### src/rtl/numbers_flat_pkg.sv
// numbers_flat_pkg: shared types and helpers for the numbers_flat_streamer
// family (FSM state encoding, frame counter width, beat-count helper).
package numbers_flat_pkg;

    typedef enum logic [1:0] {
        IDLE = 2'd0,
        SEND = 2'd1,
        DONE = 2'd2
    } flat_state_e;

    localparam int FRAME_CNT_W = 8;

    // Number of beats needed to carry a_w bits in b_w-bit beats.
    function automatic int ceil_div(input int a_w, input int b_w);
        return (a_w + b_w - 1) / b_w;
    endfunction

endpackage

### src/rtl/numbers_flat_beat_sel.sv
// numbers_flat_beat_sel: combinational beat selector. Picks beat beat_idx_i
// of the snapshot, MSB-first; the final partial beat is left-aligned and
// zero-padded in its low bits.
module numbers_flat_beat_sel
    import numbers_flat_pkg::*;
#(
    parameter int OUT_W  = 80,
    parameter int BEAT_W = 32,
    localparam int NBEATS = ceil_div(OUT_W, BEAT_W),
    localparam int IDX_W  = (NBEATS > 1) ? $clog2(NBEATS) : 1
) (
    input  logic [OUT_W-1:0]  snap_i,
    input  logic [IDX_W-1:0]  beat_idx_i,
    output logic [BEAT_W-1:0] beat_o
);

    // Padded width is a whole number of beats; the pad lives at the LSB end.
    localparam int PAD_W = NBEATS * BEAT_W;

    logic [PAD_W-1:0] padded_s;
    logic [PAD_W-1:0] shifted_s;

    // Left-align the snapshot, shift the wanted beat to the top, take it.
    always_comb begin
        padded_s  = PAD_W'(snap_i) << (PAD_W - OUT_W);
        shifted_s = padded_s << (32'(beat_idx_i) * BEAT_W);
        beat_o    = shifted_s[PAD_W-1 -: BEAT_W];
    end

endmodule

### src/rtl/numbers_flat_streamer.sv
// numbers_flat_streamer: snapshots a flattened number vector on start_i and
// streams it MSB-first as BEAT_W-bit beats over valid/ready.
// Optional feature macro: NUMBERS_FLAT_PARITY_EN adds m_parity_o, the
// XOR-reduction of m_data_o, registered alongside the data.
module numbers_flat_streamer
    import numbers_flat_pkg::*;
#(
    parameter int OUT_W  = 80,
    parameter int BEAT_W = 32
) (
    input  logic                   clk,
    input  logic                   rst_n,
    input  logic                   start_i,
    input  logic [OUT_W-1:0]       flat_i,
    output logic                   busy_o,
    output logic                   m_valid_o,
    input  logic                   m_ready_i,
    output logic [BEAT_W-1:0]      m_data_o,
    output logic                   m_last_o,
    output logic                   done_o,
`ifdef NUMBERS_FLAT_PARITY_EN
    output logic                   m_parity_o,
`endif
    output logic [FRAME_CNT_W-1:0] frame_cnt_o
);

    localparam int NBEATS = ceil_div(OUT_W, BEAT_W);
    localparam int IDX_W  = (NBEATS > 1) ? $clog2(NBEATS) : 1;
    localparam logic [IDX_W-1:0] LAST_IDX = IDX_W'(NBEATS - 1);

    flat_state_e             state_q, state_d;
    logic [OUT_W-1:0]        snap_q, snap_d;
    logic [IDX_W-1:0]        idx_q, idx_d;
    logic [FRAME_CNT_W-1:0]  cnt_q, cnt_d;
    logic                    valid_q, valid_d;
    logic                    last_q, last_d;
    logic                    busy_q, busy_d;
    logic                    done_q, done_d;
    logic [BEAT_W-1:0]       data_q, data_d;
    logic [BEAT_W-1:0]       sel_data_s;
    logic                    send_d_s;

`ifdef NUMBERS_FLAT_PARITY_EN
    logic                    parity_q, parity_d;

    function automatic logic beat_parity(input logic [BEAT_W-1:0] d);
        return ^d;
    endfunction
`endif

    // Outputs are registered, so the selector looks at the next-cycle
    // snapshot and beat index.
    numbers_flat_beat_sel #(
        .OUT_W  (OUT_W),
        .BEAT_W (BEAT_W)
    ) u_beat_sel (
        .snap_i     (snap_d),
        .beat_idx_i (idx_d),
        .beat_o     (sel_data_s)
    );

    // Next-state logic: capture, beat advance on handshake, frame count.
    always_comb begin
        state_d = state_q;
        snap_d  = snap_q;
        idx_d   = idx_q;
        cnt_d   = cnt_q;
        case (state_q)
            IDLE: begin
                if (start_i) begin
                    state_d = SEND;
                    snap_d  = flat_i;
                    idx_d   = '0;
                end else begin
                    state_d = IDLE;
                end
            end
            SEND: begin
                if (valid_q && m_ready_i) begin
                    if (idx_q == LAST_IDX) begin
                        state_d = DONE;
                    end else begin
                        idx_d = idx_q + IDX_W'(1);
                    end
                end else begin
                    state_d = SEND;
                end
            end
            DONE: begin
                state_d = IDLE;
                cnt_d   = cnt_q + FRAME_CNT_W'(1);
            end
            default: begin
                state_d = IDLE;
                idx_d   = '0;
            end
        endcase
    end

    // Next values of the registered outputs, derived from the next state.
    always_comb begin
        send_d_s = (state_d == SEND);
        valid_d  = send_d_s;
        busy_d   = (state_d != IDLE);
        done_d   = (state_d == DONE);
        last_d   = send_d_s && (idx_d == LAST_IDX);
        if (send_d_s) begin
            data_d = sel_data_s;
        end else begin
            data_d = '0;
        end
`ifdef NUMBERS_FLAT_PARITY_EN
        parity_d = beat_parity(data_d);
`endif
    end

    // State, snapshot, counters and output registers.
    always_ff @(posedge clk or negedge rst_n) begin
        if (!rst_n) begin
            state_q  <= IDLE;
            snap_q   <= '0;
            idx_q    <= '0;
            cnt_q    <= '0;
            valid_q  <= 1'b0;
            last_q   <= 1'b0;
            busy_q   <= 1'b0;
            done_q   <= 1'b0;
            data_q   <= '0;
`ifdef NUMBERS_FLAT_PARITY_EN
            parity_q <= 1'b0;
`endif
        end else begin
            state_q  <= state_d;
            snap_q   <= snap_d;
            idx_q    <= idx_d;
            cnt_q    <= cnt_d;
            valid_q  <= valid_d;
            last_q   <= last_d;
            busy_q   <= busy_d;
            done_q   <= done_d;
            data_q   <= data_d;
`ifdef NUMBERS_FLAT_PARITY_EN
            parity_q <= parity_d;
`endif
        end
    end

    assign busy_o      = busy_q;
    assign m_valid_o   = valid_q;
    assign m_data_o    = data_q;
    assign m_last_o    = last_q;
    assign done_o      = done_q;
    assign frame_cnt_o = cnt_q;
`ifdef NUMBERS_FLAT_PARITY_EN
    assign m_parity_o  = parity_q;
`endif

endmodule

### config.mk
export PLATFORM = sky130hd
export DESIGN_NAME = numbers_flat_streamer
export DESIGN_NICKNAME = d
export VERILOG_FILES = /design/src/rtl/numbers_flat_pkg.sv /design/src/rtl/numbers_flat_beat_sel.sv /design/src/rtl/numbers_flat_streamer.sv
export SDC_FILE = /design/constraint.sdc
export NUM_CORES = 1
export LEC_CHECK = 0
export BUFFER_PORTS_ARGS = -buffer_cell sky130_fd_sc_hd__buf_2
export CORE_MARGIN = 5
export CORE_UTILIZATION = 57
export DETAILED_ROUTE_END_ITERATION = 7
export HOLD_SLACK_MARGIN = 0.12
export PLACE_DENSITY = 0.85
export RECOVER_POWER = 50
export SLEW_MARGIN = 20
export SYNTH_ARGS = -nofsm -noshare
export SYNTH_HDL_FRONTEND = slang
export SYNTH_SLANG_ARGS = --single-unit
### constraint.sdc
create_clock -name clk -period 2.8 [get_ports clk]
set_clock_uncertainty 0.1 [all_clocks]
set_input_delay 0.56 -clock clk [delete_from_list [all_inputs] [get_ports clk]]
set_output_delay 0.56 -clock clk [all_outputs]
set_load 0.03 [all_outputs]
[Word-level counts from Yosys, hierarchy flattened]
Cells that the tools add are included.
Operators by class
  shift-type cells: 1
  $add $sub $neg: 2
  reductions and logical operators: 4
  mux-type cells: 11
  eq/ne operators: 6
Operator list (number)
  2-to-1 mux 80 bit: 2
  << shifter 96 x 7 -> 96 bit: 1
  2-to-1 mux 32 bit: 1
  2-to-1 mux 2 bit: 5
  adder 8 x 1 -> 8 bit (second input constant): 1
  equality test 2 bit (second input constant): 4
  one-hot mux 2 bit (3 select lines): 1
  equality test 2 x 1 -> 1 bit (second input constant): 2
  one-hot mux 2 bit (2 select lines): 1
  adder 2 x 1 -> 2 bit (second input constant): 1
  logical AND 1 bit: 2
  logical NOT 2 bit: 1
  nonzero test 2 bit: 1
  2-to-1 mux 1 bit: 1
Storage, ports and cells
  output and inout bits: 44
  bits of input ports: 84
  word-level logic and storage cells: 33
  register bits: 128

[Depth between registers and ports, before layout]
Gate-level depths: netlist (run 1).
  depth after elaboration: 6
  mapped depth: 7
  depth with buffers taken out: 5

[Modules after synthesis]
From an unflattened synthesis (run 1), not the netlist that was laid out.
Unflattened totals
  cells, all modules: 369
  area, all modules: 5358.9 µm²
Modules (own cells, without submodules)
  numbers_flat_streamer: times used 1, cells each 294, area an instance 4657.0 µm², sequential area each 3203.1 µm²
  numbers_flat_beat_sel: times used 1, cells each 75, area an instance 701.9 µm², sequential area each 0.0 µm²

[Worst setup path before layout (run 1)]
No wires, ideal clock.
  kind: input to register
  from: input port start_i
  to: register data_q[27], in the netlist m_data_o[27]
  data required time: 2576 ps
  stages: 7
  library setup time: 124 ps
  arrival: 1700 ps
  path buffers: 2
  slack: 877 ps
  cell sequence: nor2b_1 nor2b_1 buf_2 buf_2 mux2_2 mux2i_1 o21ai_1
On the way
  cells in the longest elaborated chain, start to end: 4
  elaborated cells between the ends (all ways): 9
  classes of those cells: eq/ne: 1; shift: 1; mux: 7
Ends and longest elaborated chain
  start, declared: RTL line numbers_flat_streamer.sv:13  | input logic start_i,
  2-to-1 mux 80 bit: RTL line numbers_flat_streamer.sv:70  | if (start_i) begin
  2-to-1 mux 80 bit: RTL line numbers_flat_streamer.sv:68  | case (state_q)
  named net snap_d[75]: RTL line numbers_flat_streamer.sv:32  | logic [OUT_W-1:0] snap_q, snap_d;
  << shifter 96 x 7 -> 96 bit: RTL line numbers_flat_beat_sel.sv:26  | shifted_s = padded_s << (32'(beat_idx_i) * BEAT_W);
  2-to-1 mux 32 bit: RTL line numbers_flat_streamer.sv:107  | if (send_d_s) begin
  named net data_d[27]: RTL line numbers_flat_streamer.sv:39  | logic [BEAT_W-1:0] data_q, data_d;
  end signal, assigned: RTL line numbers_flat_streamer.sv:141  | data_q <= data_d;
  end, declared: RTL line numbers_flat_streamer.sv:39
The timed path passes the listed nets, and every way through them passes these cells.
A chain may end at the register's enable or synchronous reset.

[Worst setup path in the final report (run 1)]
  from: register state_q[1]
  to: register data_q[28], in the netlist m_data_o[28]
On the way
  elaborated cells between the ends (all ways): 11
  classes of those cells: eq/ne: 3; shift: 1; mux: 6; reduce/logical: 1
RTL lines
  start, declared: RTL line numbers_flat_streamer.sv:31  | flat_state_e state_q, state_d;
  start signal, assigned: RTL line numbers_flat_streamer.sv:133  | state_q <= state_d;
  logical NOT 2 bit: RTL line numbers_flat_streamer.sv:68
  2-to-1 mux 80 bit: RTL line numbers_flat_streamer.sv:68
  named net snap_d[76]: RTL line numbers_flat_streamer.sv:32
  << shifter 96 x 7 -> 96 bit: RTL line numbers_flat_beat_sel.sv:26
  2-to-1 mux 32 bit: RTL line numbers_flat_streamer.sv:107
  named net data_d[28]: RTL line numbers_flat_streamer.sv:39
The timed path passes the listed nets, and every way through them passes these cells.

==> impl_metrics.tcl, run 1 <==
set metrics [dict create \
    start_util 0.584 \
    path_class "reg -> reg" \
    via_count 3322 \
    crit_chain "nor2b_1, nor2b_4, buf_12, mux2_2, mux2i_1, o21ai_1" \
    core.rowCount 34 \
    report.power.total_mw 8.46 \
    cp_slowest_stage_delay_ns 0.46 \
    core_region_area_mm2 0.00868 \
    cp_data_arrival_time_ns 2.45 \
    synthDistinctLibCells 27 \
    post_drt_wl_per_cell_um 18.4 \
    count_of_synthesis_stage_warnings_from_yosys 0 \
    overflow 0 \
    timing.final.setup_violations 0 \
    postSynthAreaPerCell_um2 14.6 \
    layout.nets 570 \
    buffer_ports.inserted 127 \
    unrepaired_setup_endpoints_after_global_routing "false" \
    postCtsSetupRepairBufs 0 \
    floorplan.die.width_um 104 \
    area.growth.synth_to_final_pct 26.7 \
    postSynthNetCount 435 \
    achievable-frequency_ghz 0.457 \
    postLayoutCellArea_mm2 0.00642 \
    crit_required_ns 3.06 \
    post_place_instance_area_mm2 0.00585 \
    finalCriticalPeriod_ns 2.19 \
    worstHoldPathType "in -> reg" \
    layout.cells.non_filler 604 \
    areal_power_density_over_the_cells_mw_per_mm2 1320 \
    clock_path_buffers 2 \
    finalHoldViolCount 0 \
    antenna_left 0 \
    final.setup.worst_slack_ns 0.611 \
    crit_path_start_kind "register" \
    dp.final_hpwl_um 7230 \
    top_level_ports 128 \
    syn_area_mm2 0.00507 \
    cts-root-buf "sky130_fd_sc_hd__clkbuf_8" \
    remaining_drc_errors 0 \
    total_leakage_power_nw 3.16 \
    cts_tree "yes" \
    place_ws_ns 0.423 \
    final_max_slew_viol_count 0 \
    seq_area_frac_synth 0.632 \
    cts.sinks 128 \
    vias_in_the_first_global_route 3758 \
    cp_max_fo 80 \
    floorplan.die.height_um 104 \
    dpl.cell_count 571 \
    status "complete, no violations" \
    layout-drive-gt1-share 0.486 \
    vias_per_cell 5.50 \
    cp-end-kind "register" \
    ir_worst_vdd_mv 0.714 \
    max_slew.worst_pin.slew_ns 1.17 \
    drt_pre_antenna_iters 4 \
    n_fill_cell 583 \
    drt_first_iter_violations 123 \
    grt_antenna_before_repair 0 \
    drt-total-wl_um 11100 \
    antennaDiodeCount 0 \
    cap_violations 0 \
    synth_seq_cells 128 \
    inserted_clock_buffers 17 \
    wire_length_of_the_first_global_routing_pass_um 18500 \
    final_min_period_over_clock_period 0.782 \
    max-slew-margin-rel 0.222 \
    setup-tns-final_ns 0 \
    crit_path_buffers_inverters 1 \
    worst_setup_hold_path_clk_slew_ns 0.06 \
    crit_family "multiplexers" \
    cp_slowest_cell "sky130_fd_sc_hd__dfrtp_1" \
    globalplace.congestion 0.785 \
    die_area_mm2 0.0109 \
    grt_max_degree 81 \
    insertion_delay_ns 0.50 \
    ctsHtreeMaxLevel 4 \
    synthCells 348 \
    grtUsageTotal 0.214 \
]
==> cells in the final DEF (no fill, tap or decap), drive strengths merged <==
cell type,instances
clkinv,7
mux2i,32
clkinvlp,4
bufinv,3
nor2b,3
and3,1
and4,1
ha,3
inv,4
a22o,1
and2,3
a22oi,1
dlygate4sd3,1
buf,122
o22ai,1
a311oi,2
o21ai,16
clkbuf,31
xnor2,3
nand2,3
nand2b,2
dfrtp,128
mux2,81
xor2,4
nor2,20
nand3,3
nand4,16
==> final cells by class <==
type                            instances  area (um^2)  area share
Inverter                                4         15.0     0.00234
Tap cell                              108          135      0.0211
Clock buffer                           18          428      0.0667
Clock inverter                         14          166      0.0259
Sequential cell                       128         3200       0.499
Multi-Input combinational cell        196         1760       0.274
Timing Repair Buffer                  136          714       0.111
==> worst reg2reg max path, delay by kind of cell (launching register included) <==
family / cells / cell delay (ns)
muxes: 2 / 0.63
DFF: 1 / 0.46
and+or+nand+nor: 2 / 0.42
buffers and inverters: 1 / 0.35
AOI/OAI and AO/OA: 1 / 0.09
==> per-layer routing <==
| metal | GRT usage | vias to the layer above | wire length, um | part of all wire |
|---|---|---|---|---|
| li1 | - | 1511 | - | - |
| met1 | 0.251 | 1714 | 4350 | 0.39 |
| met2 | 0.369 | 80 | 6020 | 0.54 |
| met3 | 0.0677 | 17 | 566 | 0.051 |
| met4 | 0.0731 | 0 | 185 | 0.017 |
| met5 | 0 | - | 0 | 0 |
==> where the power goes <==
part	internal [mW]	switching (mW)
Sequential	2.73	0.275
Combinational	1.35	1.94
Clock	1.37	0.794
==> timing repair <==
item	in CTS	in global routing
gates resized for setup	0	0
hold buffers	1	0
hold endpoints to repair	24	0
endpoints found under the setup margin	0	0
==> metrics by stage <==
stage	utilization	hold slack, ns
after floorplan	-	0.164
after global routing	0.739	0.176
final	0.739	0.201
after global placement	0.674	0.354
after detailed placement	0.674	0.367
after CTS	0.743	0.183
==> flip-flops by register name, indices dropped and copies added (netlist names) <==
name,count
snap_q,80
m_data_o,32
frame_cnt_o,8
idx_q,2
state_q,2
busy_o,1
done_o,1
m_last_o,1
m_valid_o,1
==> cell families after synthesis <==
family / synth area share
AOI/OAI and AO/OA: 0.0282
xor gates and xnor gates: 0.0121
adders and majority gates: 0.00741
buffers and inverters: 0.0222
DFF: 0.632
muxes: 0.243
and+or+nand+nor: 0.0546
==> final timing paths <==
| check | startpoint | end | slack, ns | cells past startpoint |
|---|---|---|---|---|
| worst max register to register | state_q[1] | m_data_o[28] | 0.61 | 6 |
| worst max-delay path | state_q[1] | m_data_o[28] | 0.61 | 6 |
| max in group asynchronous | rst_n | snap_q[10] | 0.75 | 3 |
| worst min-delay path | flat_i[65] | snap_q[65] | 0.20 | 2 |
| min in group asynchronous | rst_n | m_data_o[10] | 0.41 | 2 |
| worst min register to register | frame_cnt_o[7] | frame_cnt_o[7] | 0.37 | 1 |
==> synthesized netlist by cell type <==
cell type | count | area share
sky130_fd_sc_hd__and3_1 | 1 | 0.0012
sky130_fd_sc_hd__mux2i_1 | 32 | 0.063
sky130_fd_sc_hd__o21ai_1 | 16 | 0.016
sky130_fd_sc_hd__ha_1 | 3 | 0.0074
sky130_fd_sc_hd__nand2b_1 | 1 | 0.0012
sky130_fd_sc_hd__buf_1 | 1 | 0.00074
sky130_fd_sc_hd__a311oi_4 | 1 | 0.0052
sky130_fd_sc_hd__nand3_1 | 3 | 0.0030
sky130_fd_sc_hd__a22o_1 | 1 | 0.0017
sky130_fd_sc_hd__nand2b_4 | 1 | 0.0027
sky130_fd_sc_hd__nor2_1 | 19 | 0.014
sky130_fd_sc_hd__a22oi_2 | 1 | 0.0025
sky130_fd_sc_hd__and2_1 | 3 | 0.0037
sky130_fd_sc_hd__nor2_2 | 1 | 0.0012
sky130_fd_sc_hd__xnor2_1 | 3 | 0.0052
sky130_fd_sc_hd__a311oi_1 | 1 | 0.0017
sky130_fd_sc_hd__buf_2 | 18 | 0.018
sky130_fd_sc_hd__nand2_1 | 3 | 0.0022
sky130_fd_sc_hd__inv_1 | 4 | 0.0030
sky130_fd_sc_hd__dfrtp_1 | 128 | 0.63
sky130_fd_sc_hd__nand4_1 | 16 | 0.020
sky130_fd_sc_hd__nor2b_1 | 3 | 0.0037
sky130_fd_sc_hd__o22ai_1 | 1 | 0.0012
sky130_fd_sc_hd__mux2_2 | 81 | 0.18
sky130_fd_sc_hd__xor2_1 | 4 | 0.0069
sky130_fd_sc_hd__clkbuf_1 | 1 | 0.00074
sky130_fd_sc_hd__and4_1 | 1 | 0.0017
No activity file was read; power rests on OpenSTA's default activity.
==> inputs of run 2 (changes only) <==
- CORE_UTILIZATION: 57 -> 48
- PLACE_DENSITY: 0.85 -> 0.76
- clock period: 2.8 -> 1.99 ns (I/O delays scaled with it)
==> impl_metrics.tcl, run 2 (synthesis gave the netlist of run 1 again) <==
set metrics [dict create \
    vias_per_cell 5.03 \
    cp_data_arrival_time_ns 2.20 \
    globalplace.congestion 0.757 \
    final_max_slew_viol_count 0 \
    worst_setup_hold_path_clk_slew_ns 0.06 \
    drt_pre_antenna_iters 4 \
    grt_antenna_before_repair 0 \
    report.power.total_mw 12.7 \
    buffer_ports.inserted 127 \
    worstHoldPathType "in -> reg" \
    grtUsageTotal 0.199 \
    post_drt_wl_per_cell_um 17.0 \
    grt_max_degree 129 \
    path_class "reg -> reg" \
    wire_length_of_the_first_global_routing_pass_um 20000 \
    max_flop_register "snap_q" \
    ctsHtreeMaxLevel 4 \
    status "complete, no violations" \
    insertion_delay_ns 0.51 \
    vias_in_the_first_global_route 4072 \
    area.growth.synth_to_final_pct 48.4 \
    antenna_left 0 \
    cp-end-kind "register" \
    drt-total-wl_um 12300 \
    antennaDiodeCount 0 \
    final_common_cell "sky130_fd_sc_hd__dfrtp_1" \
    layout.nets 660 \
    n_fill_cell 634 \
    cts_tree "yes" \
    finalCriticalPeriod_ns 1.91 \
    cp_max_fo 19 \
    setup-tns-final_ns 0 \
    die_area_mm2 0.0127 \
    largest_register_ff_count 80 \
    cts.sinks 128 \
    layout-drive-gt1-share 0.447 \
    inserted_clock_buffers 17 \
    start_util 0.491 \
    remaining_drc_errors 0 \
    top_level_ports 128 \
    max-slew-margin-rel 0.528 \
    via_count 3635 \
    overflow 0 \
    layout_common_cells "sky130_fd_sc_hd__dfrtp_1, sky130_fd_sc_hd__buf_2, sky130_fd_sc_hd__dlygate4sd3_1" \
    core_region_area_mm2 0.0103 \
    clock_path_buffers 2 \
    floorplan.die.width_um 113 \
    final_min_period_over_clock_period 0.958 \
    finalHoldViolCount 0 \
    drt_first_iter_violations 212 \
    floorplan.die.height_um 113 \
    total_leakage_power_nw 3.65 \
    timing.final.setup_violations 0 \
    achievable-frequency_ghz 0.524 \
    final_hold_slack_ns 0.204 \
    unrepaired_setup_endpoints_after_global_routing "true" \
    core.rowCount 37 \
    ir_worst_vdd_mv 0.882 \
    cts-root-buf "sky130_fd_sc_hd__clkbuf_8" \
    max_slew.worst_pin.slew_ns 0.708 \
    crit_required_ns 2.28 \
    dp.final_hpwl_um 6940 \
    cap_violations 0 \
    crit_path_start_kind "register" \
    areal_power_density_over_the_cells_mw_per_mm2 1700 \
    final_core_occ 0.728 \
]
-- run 2: final timing paths --
path,start,endpoint,slack [ns],cells past startpoint
max,state_q[1],m_data_o[20],0.08,7
min,m_ready_i,state_q[1],0.20,4
max reg2reg,state_q[1],m_data_o[20],0.08,7
min reg2reg,frame_cnt_o[7],frame_cnt_o[7],0.37,1
max in group asynchronous,rst_n,snap_q[42],0.81,3
min in group asynchronous,rst_n,m_data_o[19],0.40,3
-- run 2: layer usage --
layer / track usage / share of wire / wire length, um
met5: 0 / 0 / 0
met4: 0.0729 / 0.020 / 247
met3: 0.0519 / 0.046 / 568
met2: 0.346 / 0.52 / 6370
met1: 0.240 / 0.42 / 5120
-- run 2: metrics by stage --
| stage | cells | cell area (um^2) | worst slack (ns) |
|---|---|---|---|
| 3_5_place_dp | 604 | 5970 | -0.0295 |
| 2_1_floorplan | 348 | 5070 | 0.140 |
| 6_report | 722 | 7520 | 0.0826 |
| 3_3_place_gp | 604 | 5970 | 0.0434 |
| 4_1_cts | 718 | 7450 | 0.0882 |
| 5_1_grt | 722 | 7520 | -0.0205 |
-- run 2: layout make-up --
class                      count  area, um^2  area share
tap                          136         170      0.0226
multi-input combinational    196        1760       0.234
clock buffer                  19         422      0.0561
inverter                       4        15.0     0.00200
timing repair buffer         226        1710       0.227
sequential                   128        3200       0.426
clock inverter                13         235      0.0313
-- run 2: critical path, cell delays in order (launching register included) --
cell,delay [ns]
sky130_fd_sc_hd__dfrtp_1,0.38
sky130_fd_sc_hd__nor2b_1,0.17
sky130_fd_sc_hd__nor2b_4,0.19
sky130_fd_sc_hd__buf_4,0.15
sky130_fd_sc_hd__buf_12,0.17
sky130_fd_sc_hd__mux2_2,0.37
sky130_fd_sc_hd__mux2i_1,0.17
sky130_fd_sc_hd__o21ai_1,0.09
-- run 2: where the power goes --
group	total [mW]	switching, mW	internal (mW)
registers	4.20	0.364	3.83
logic	5.11	2.84	2.27
clock network	3.43	1.14	2.29
total	12.7	4.34	8.40
-- run 2: timing repair --
action	in CTS	in global routing
buffers inserted	0	2
hold endpoints to repair	209	0
hold buffers	82	0
resized for setup	0	2
endpoints found under the setup margin	0	20
==> inputs of run 3 (changes only) <==
- CORE_UTILIZATION: 48 -> 35
- CTS_BUF_LIST: unset -> sky130_fd_sc_hd__clkbuf_8 sky130_fd_sc_hd__clkbuf_16
- PLACE_DENSITY: 0.76 -> unset
==> impl_metrics.tcl, run 3 (synthesis gave the netlist of run 1 again) <==
set metrics [dict create \
    status "complete, no violations" \
    inserted_clock_buffers 17 \
    cts.sinks 128 \
    core_region_area_mm2 0.0144 \
    vias_per_cell 4.68 \
    crit_chain "nor2b_2, nor2b_4, buf_12, buf_12, mux2_2, mux2i_1, o21ai_1" \
    worst_setup_hold_path_clk_slew_ns 0.05 \
    wire_length_of_the_first_global_routing_pass_um 17300 \
    cp_slowest_stage_delay_ns 0.40 \
    r2r_end "m_data_o[29]" \
    grt_antenna_before_repair 0 \
    finalHoldViolCount 0 \
    drt_first_iter_violations 90 \
    layout_common_cells "sky130_fd_sc_hd__dfrtp_1, sky130_fd_sc_hd__buf_2, sky130_fd_sc_hd__mux2_2" \
    final_max_slew_viol_count 0 \
    area.growth.synth_to_final_pct 33.0 \
    dp.final_hpwl_um 7270 \
    max-slew-margin-rel 0.404 \
    max_flop_register "snap_q" \
    final_common_cell "sky130_fd_sc_hd__dfrtp_1" \
    rr_startpoint "state_q[1]" \
    via_count 3265 \
    setup-tns-final_ns 0 \
    antennaDiodeCount 0 \
    largest_register_ff_count 80 \
    layout-drive-gt1-share 0.475 \
    cts-root-buf "sky130_fd_sc_hd__clkbuf_16" \
    floorplan.die.width_um 130 \
    path_class "reg -> reg" \
    final_min_period_over_clock_period 0.930 \
    ctsHtreeMaxLevel 4 \
    ir_worst_vdd_mv 0.649 \
    remaining_drc_errors 0 \
    insertion_delay_ns 0.40 \
    clock_path_buffers 2 \
    timing.final.setup_violations 0 \
    grt_max_degree 67 \
    top_level_ports 128 \
    core.rowCount 44 \
    crit_path_start_kind "register" \
    endpoint "m_data_o[29]" \
    drt_pre_antenna_iters 4 \
    total_leakage_power_nw 3.26 \
    unrepaired_setup_endpoints_after_global_routing "false" \
    cp_data_arrival_time_ns 2.04 \
    timing.critical_path.from "state_q[1]" \
    cts_tree "yes" \
    crit_required_ns 2.18 \
    die_area_mm2 0.0170 \
    worst_path_most_repeated_cell "sky130_fd_sc_hd__buf_12" \
    buffer_ports.inserted 127 \
    post_place_instance_area_mm2 0.00605 \
    n_fill_cell 1300 \
    grtUsageTotal 0.132 \
    globalplace.congestion 0.730 \
    achievable-frequency_ghz 0.540 \
    post_drt_wl_per_cell_um 16.0 \
    worstHoldPathType "in -> reg" \
    postLayoutCellArea_mm2 0.00674 \
    overflow 0 \
    cp-end-kind "register" \
    floorplan.die.height_um 130 \
    max_slew.worst_pin.slew_ns 0.894 \
    cp_max_fo 23 \
    antenna_left 0 \
    layout.nets 588 \
    cap_violations 0 \
    finalCriticalPeriod_ns 1.85 \
    start_util 0.353 \
    areal_power_density_over_the_cells_mw_per_mm2 1790 \
    vias_in_the_first_global_route 3533 \
    drt-total-wl_um 11200 \
    reg2reg_setup_slack_ns 0.14 \
    cp_slowest_cell "sky130_fd_sc_hd__dfrtp_1" \
    worst_r2r_path_depth 7 \
]
## run 3: area by class of cell
| type | count | area (um^2) | share of cell area |
|---|---|---|---|
| sequential | 128 | 3200 | 0.475 |
| multi-input combinational | 196 | 1760 | 0.261 |
| timing repair buffer | 154 | 960 | 0.142 |
| clock buffer | 19 | 453 | 0.0672 |
| tap | 184 | 230 | 0.0342 |
| clock inverter | 13 | 121 | 0.0180 |
| inverter | 4 | 15.0 | 0.00223 |
## run 3: layer usage
| metal | vias to the layer above | track usage | wire (um) | part of all wire |
|---|---|---|---|---|
| met2 | 82 | 0.212 | 5520 | 0.49 |
| met1 | 1641 | 0.164 | 4740 | 0.42 |
| met5 | - | 0 | 0 | 0 |
| met3 | 13 | 0.0463 | 737 | 0.066 |
| met4 | 0 | 0.0532 | 185 | 0.017 |
| li1 | 1529 | - | - | - |
## run 3: how the worst min path moves through the flow
| stage | startpoint | to | slack, ns | cells after the start |
|---|---|---|---|---|
| finish | flat_i[36] | snap_q[36] | 0.14 | 2 |
| global route | flat_i[29] | snap_q[29] | 0.12 | 2 |
| CTS | flat_i[36] | snap_q[36] | 0.12 | 2 |
| detailed placement | rst_n | m_data_o[6] | 0.12 | 1 |
| global placement | rst_n | m_data_o[6] | 0.12 | 1 |
| floorplan | rst_n | busy_o | 0.002 | 0 |
## run 3: critical path, delay by kind of cell, from the launching register on
kind	cells	cell delay (ns)
AND/OR/NAND/NOR	2	0.32
AO/OA/AOI/OAI	1	0.07
multiplexers	2	0.51
buffers and inverters	2	0.30
flip-flops	1	0.40
## run 3: stage by stage
| stage | utilization | total power [mW] | setup slack (ns) | std cells | hold WS, ns |
|---|---|---|---|---|---|
| 6_report | 0.469 | 12.1 | 0.139 | 698 | 0.143 |
| 5_1_grt | 0.469 | 12.8 | 0.00458 | 698 | 0.123 |
| 4_1_cts | 0.467 | 12.2 | 0.0495 | 694 | 0.120 |
| 2_1_floorplan | - | 7.63 | 0.140 | 348 | 0.00241 |
| 3_3_place_gp | 0.421 | 8.99 | 0.0123 | 653 | 0.115 |
| 3_5_place_dp | 0.421 | 9.19 | -0.0650 | 653 | 0.115 |
## run 3: timing repair
action / CTS / global route
setup buffers: 0 / 2
hold buffers: 9 / 0
setup endpoints to repair: 0 / 12
endpoints found under the hold margin: 136 / 0
resized for setup: 0 / 1
## run 3: report_power, final
group          internal, mW  switching, mW
clock network          1.88           1.08
registers              3.83          0.346
logic                  2.18           2.75
total                  7.90           4.18
